## config.mk

```make
export PLATFORM = sky130hd
export DESIGN_NAME = mac_unit
export DESIGN_NICKNAME = d
export VERILOG_FILES = /design/src/rtl/mac_unit_pkg.sv /design/src/rtl/mac_unit_mult.sv /design/src/rtl/mac_unit.sv
export SDC_FILE = /design/constraint.sdc
export NUM_CORES = 1
export LEC_CHECK = 0
export ABC_CLOCK_PERIOD_IN_PS = 2700
export BUFFER_PORTS_ARGS = -buffer_cell sky130_fd_sc_hd__clkbuf_2
export CAP_MARGIN = 10
export CORE_ASPECT_RATIO = 2
export CORE_MARGIN = 10
export CORE_UTILIZATION = 40
export CTS_BUF_LIST = sky130_fd_sc_hd__clkbuf_8
export CTS_CLUSTER_DIAMETER = 30
export CTS_CLUSTER_SIZE = 10
export DETAILED_ROUTE_END_ITERATION = 6
export GPL_TIMING_DRIVEN = 1
export MAX_ROUTING_LAYER = met4
export SLEW_MARGIN = 25
export SYNTH_ARGS = -nofsm -noshare
export SYNTH_HDL_FRONTEND = slang
export SYNTH_SLANG_ARGS = --single-unit
export TNS_END_PERCENT = 5
```

## constraint.sdc

```tcl
create_clock -name clk -period 2.7 [get_ports clk]
set_input_delay 0.27 -clock clk [delete_from_list [all_inputs] [get_ports clk]]
set_output_delay 0.27 -clock clk [all_outputs]
set_load 0.01 [all_outputs]
```

## src/rtl/mac_unit_pkg.sv

```systemverilog
// Shared width defaults and saturation-limit helpers for the multiply-accumulate slice.
// Limits are returned 64 bits wide; callers keep the low ACC_W bits.
package mac_unit_pkg;

  localparam int DEF_X_W   = 4;
  localparam int DEF_W_W   = 4;
  localparam int DEF_ACC_W = 8;
  localparam int LIM_W     = 64;

  // Largest representable accumulator value: 2^(acc_w-1)-1 signed, 2^acc_w-1 unsigned.
  function automatic logic [LIM_W-1:0] sat_max(input int acc_w, input logic is_signed);
    logic [LIM_W-1:0] one;
    one = 1;
    if (is_signed) sat_max = (one << (acc_w - 1)) - one;
    else           sat_max = (one << acc_w) - one;
  endfunction

  // Smallest representable value as a raw bit pattern: 100..0 signed, zero unsigned.
  function automatic logic [LIM_W-1:0] sat_min(input int acc_w, input logic is_signed);
    logic [LIM_W-1:0] one;
    one = 1;
    if (is_signed) sat_min = one << (acc_w - 1);
    else           sat_min = '0;
  endfunction

endpackage

```

## src/rtl/mac_unit_mult.sv

```systemverilog
// Purely combinational X_W x W_W multiplier; signed_mode selects two's-complement
// or unsigned interpretation of both operands.
module mac_mult #(
  parameter int X_W = 4,
  parameter int W_W = 4
) (
  input  logic               signed_mode,
  input  logic [X_W-1:0]     x,
  input  logic [W_W-1:0]     w,
  output logic [X_W+W_W-1:0] prod
);

  localparam int P_W = X_W + W_W;

  logic [P_W-1:0] x_ext;
  logic [P_W-1:0] w_ext;

  // Extending both operands to the full product width and keeping the low P_W
  // bits gives the exact result for either signedness with one multiplier.
  always_comb begin
    x_ext = {{W_W{signed_mode & x[X_W-1]}}, x};
    w_ext = {{X_W{signed_mode & w[W_W-1]}}, w};
    prod  = x_ext * w_ext;
  end

endmodule

```

## src/rtl/mac_unit.sv

```systemverilog
// Single-stage saturating multiply-accumulate: out <= sat(previous_out + x*w).
// previous_out reaches out only through the output register, so instances chain as a pipeline.
module mac_unit
  import mac_unit_pkg::*;
#(
  parameter int X_W   = DEF_X_W,
  parameter int W_W   = DEF_W_W,
  parameter int ACC_W = DEF_ACC_W
) (
  input  logic             clk,
  input  logic             rst_n,
  input  logic             in_valid,
  input  logic             signed_mode,
  input  logic [X_W-1:0]   x,
  input  logic [W_W-1:0]   w,
  input  logic [ACC_W-1:0] previous_out,
  output logic [ACC_W-1:0] out,
  output logic             out_valid,
  output logic             ovf
);

  localparam int P_W = X_W + W_W;

  localparam logic [ACC_W-1:0] S_MAX = ACC_W'(sat_max(ACC_W, 1'b1));
  localparam logic [ACC_W-1:0] S_MIN = ACC_W'(sat_min(ACC_W, 1'b1));
  localparam logic [ACC_W-1:0] U_MAX = ACC_W'(sat_max(ACC_W, 1'b0));

  logic [P_W-1:0]   prod;
  logic [ACC_W:0]   prod_ext;
  logic [ACC_W:0]   prev_ext;
  logic [ACC_W:0]   sum;
  logic [ACC_W-1:0] out_next;
  logic             ovf_next;

  mac_mult #(
    .X_W (X_W),
    .W_W (W_W)
  ) u_mult (
    .signed_mode (signed_mode),
    .x           (x),
    .w           (w),
    .prod        (prod)
  );

  // One extra bit of headroom holds any sum exactly, so overflow is read from the top two bits.
  always_comb begin
    prod_ext = {{(ACC_W + 1 - P_W){signed_mode & prod[P_W-1]}}, prod};
    prev_ext = {signed_mode & previous_out[ACC_W-1], previous_out};
    sum      = prod_ext + prev_ext;
    out_next = sum[ACC_W-1:0];
    ovf_next = 1'b0;
    if (signed_mode) begin
      if (sum[ACC_W] != sum[ACC_W-1]) begin
        ovf_next = 1'b1;
        out_next = sum[ACC_W] ? S_MIN : S_MAX;
      end
    end else if (sum[ACC_W]) begin
      ovf_next = 1'b1;
      out_next = U_MAX;
    end
  end

  // rst_n is active-high despite its name.
  always_ff @(posedge clk or posedge rst_n) begin
    if (rst_n) begin
      out       <= '0;
      out_valid <= 1'b0;
      ovf       <= 1'b0;
    end else begin
      out_valid <= in_valid;
      if (in_valid) begin
        out <= out_next;
        ovf <= ovf_next;
      end
    end
  end

endmodule

```

==> impl_results.md <==
* Largest family of logic cells by synthesized area: adder cells
* Port Buffer Count at 29
* Worst Tran Pin Value at 0.389 ns
* Post-synthesis adder-cell area fraction at 0.340
* Share of Yosys cell area claimed by the top area cell type at 0.171
* CP startpoint kind: primary input
* CTS Buf Count at 3
* Detail Route Antenna Nets at 0
* Clock sinks at 10
* RSZ-0062 raised after global routing: true
* Worst R2R End: out[5]
* Top Ports at 30
* Share of layout cells above drive strength 1 at 0.405
* Async SR Flop Fraction at 1.00
* Cell count after synthesis at roughly 170
* Reg-to-reg slack, setup at 1.78 ns
* Crit path launch: signed_mode
* DRC at 0
* Top FF cell, synth: dfrtp_1
* R2R cell count at 3
* Syn Nets at about 220
* CTS tree: built
* First-pass GRT wire length at about 7.3 mm
* EDFF count, synth at 0
* XOR/XNOR share of the synthesized area at 0.106
* Mapped Area at between 1500 and 2000 um^2
* Largest net degree at the start of global routing at 12
* Gpl congestion at around 0.87
* Peak fanout along the critical path at 4
* FF+latch count, synth at 10
* Peak VDD IR at approximately 940 uV
* DP HPWL at between 3 and 4 mm
* Sequential cell area fraction in the yosys report at 0.162
* Critical path arrival at approximately 5 ns
* First-pass iteration count of the detailed router at 4
* P&R area growth vs syn at 44.3%
* F_max at about 200 MHz
* Pre-CTS WS at -2.52 ns
* Total die area at approximately 6900 um^2
* Drt via density at 5.21
* All-Layer GR Usage at 0.134
* Vias in the first global route at about 1700
* Slew Limit Fails at 0
* Simple-Gate Fraction of Synth Area at 0.209
* Site row count at 31
* Clk root buf: clkbuf_8
* Worst hold start: in_valid
* 1st-iter DRT viols at 50
* Total power at 2.06 mW
* Critical Path End Type: flop
* Final hold slack at 0.316 ns
* WHS Endpoint: out_valid
* Clock slew at reported path FFs at approximately 0.050 ns
* Slew margin rel. at 0.740
* Final WS setup at -2.22 ns
* Fin crit share at 1.82
* Crit path kind: primary input to flop
* Failing checks: negative setup slack
* Synthesized area per cell at approximately 9.2 um^2
* Count leader, synth: inv_1
* Max Root-Sink Buffers at 2
* HP Class: primary input to flop
* Top post-synthesis cells by count: inv_1 (22), ha_1 (21), and2_1 (13), fa_1 (13), nand2_1 (11)
* Synth Warn # at 0
* CTS H-Tree Depth at 1
* Hold Path Depth at 1
* Chip width at between 60 and 70 um
* Final setup vio count at 9
* Leakage at 1.16 nW
* Pwr dens at roughly 930 nW/um^2
* Worst skew pair latency at 0.24 ns
* Initial core utilization at 0.418
* Grt ovf at 0
* Status: finished with violations
* Setup TNS at -19.22 ns
* Multiplexer share of the synthesized area at 0
* Compound-Gate Fraction of Synth Area at 0.119
* Final Hold Violating Endpoints at 0
* Fin crit period at just under 5 ns
* Via count at around 1500
* Nets at roughly 300
* Worst Clk Skew at 0 ns
* Ant diodes at 0
* Max-Cap Viols at 0
* Core area at 3680 um^2
* Dominant cell type by area after synthesis: ha_1
* Die height at 108 um
* Routed WL at 4.40 mm
* Worst path required time at approximately 2.8 ns
* Fillers at 345
* Antenna violations before repair at 0
* Worst r2r src: out[5]
* Routed wire per std cell at about 15 um
* Synth cell types at 36
* Main area contributors after synthesis: ha_1 (17%), fa_1 (17%), dfrtp_1 (16%), xnor2_1 (5.7%), inv_1 (5.4%)
==> repair_timing <==
action | CTS | global route
buffers inserted | 2 | 0
endpoints found under the setup margin | 9 | 9
pin swaps | 6 | 3
resized for setup | 2 | 8
endpoints found under the hold margin | 10 | 0
gates cloned | 0 | 0
hold buffers | 1 | 0
==> cells in the final DEF, fill, tap and decap left out, types with 2 or more instances in the layout <==
master	count
nand3b_1	2
inv_1	20
a22oi_2	2
a21o_1	4
a22oi_1	3
buf_4	44
dfrtp_1	10
nand4b_1	2
nand2_1	9
nand2_2	2
a21oi_1	8
fa_1	12
clkbuf_8	4
nor2_1	6
nand4_1	7
and2_1	13
xor2_1	4
inv_2	2
ha_1	20
xnor2_1	9
o21ai_0	3
clkbuf_2	28
==> metrics by stage <==
step                      utilization  std cells  area, um^2
after floorplan                     -        168        1630
after global placement          0.573        284        2110
after detailed placement        0.573        284        2110
after CTS                       0.598        291        2200
after global routing            0.603        291        2220
final                           0.603        291        2220
==> layer usage <==
metal	routed length [um]	GRT usage	part of all wire	vias to the layer above
li1	-	-	-	722
met1	1450	0.112	0.33	723
met2	2640	0.270	0.60	57
met3	180	0.0209	0.041	14
met4	130	0.0629	0.030	0
met5	0	-	0	-
==> logic make-up (layout without fill, tap and decap cells) <==
group,Yosys count,after routing
AND/OR/NAND/NOR,54,54
adder cells (fa/ha/maj),34,34
AO/OA/AOI/OAI,28,28
buffers and inverters,26,100
XOR/XNOR,16,16
flip-flops,10,10
==> final cells by class <==
class	instances	area, um^2	area share
flip-flops and latches	10	250	0.113
well taps	49	61.3	0.0276
inverters	23	86.3	0.0389
multi-input cells	132	1290	0.580
repair buffers	73	480	0.216
clock buffers	4	55.1	0.0248
==> state kept, by name, indices dropped and copies added, names as in the netlist <==
register,flops
out_valid,1
out,8
ovf,1
==> where the power goes <==
| part | switching [mW] | internal (mW) | leakage, nW |
|---|---|---|---|
| Clock | 0.0596 | 0.128 | 0.0288 |
| Combinational | 0.763 | 0.845 | 1.01 |
| Sequential | 0.0406 | 0.226 | 0.116 |
==> critical path, stage by stage <==
cell      delay (ns)
buf_4           0.12
buf_4           0.14
and3_4          0.16
fa_1            0.47
inv_1           0.05
fa_1            0.49
inv_2           0.04
fa_1            0.53
inv_2           0.05
fa_2            0.34
nand2b_4        0.15
a21oi_2         0.15
xor2_1          0.23
xor2_1          0.19
ha_1            0.27
a21o_1          0.19
a31o_4          0.23
xnor2_4         0.13
ha_4            0.29
a21oi_4         0.06
a32o_1          0.25
nor3_1          0.12
nand4_1         0.09
==> how the worst max path moves through the flow <==
stage,to
after detailed placement,out[5]
after global routing,out[2]
final,out[5]
after floorplan,out[5]
after CTS,out[5]
after global placement,out[5]
Note: power is estimated with default switching activity, not from simulation.
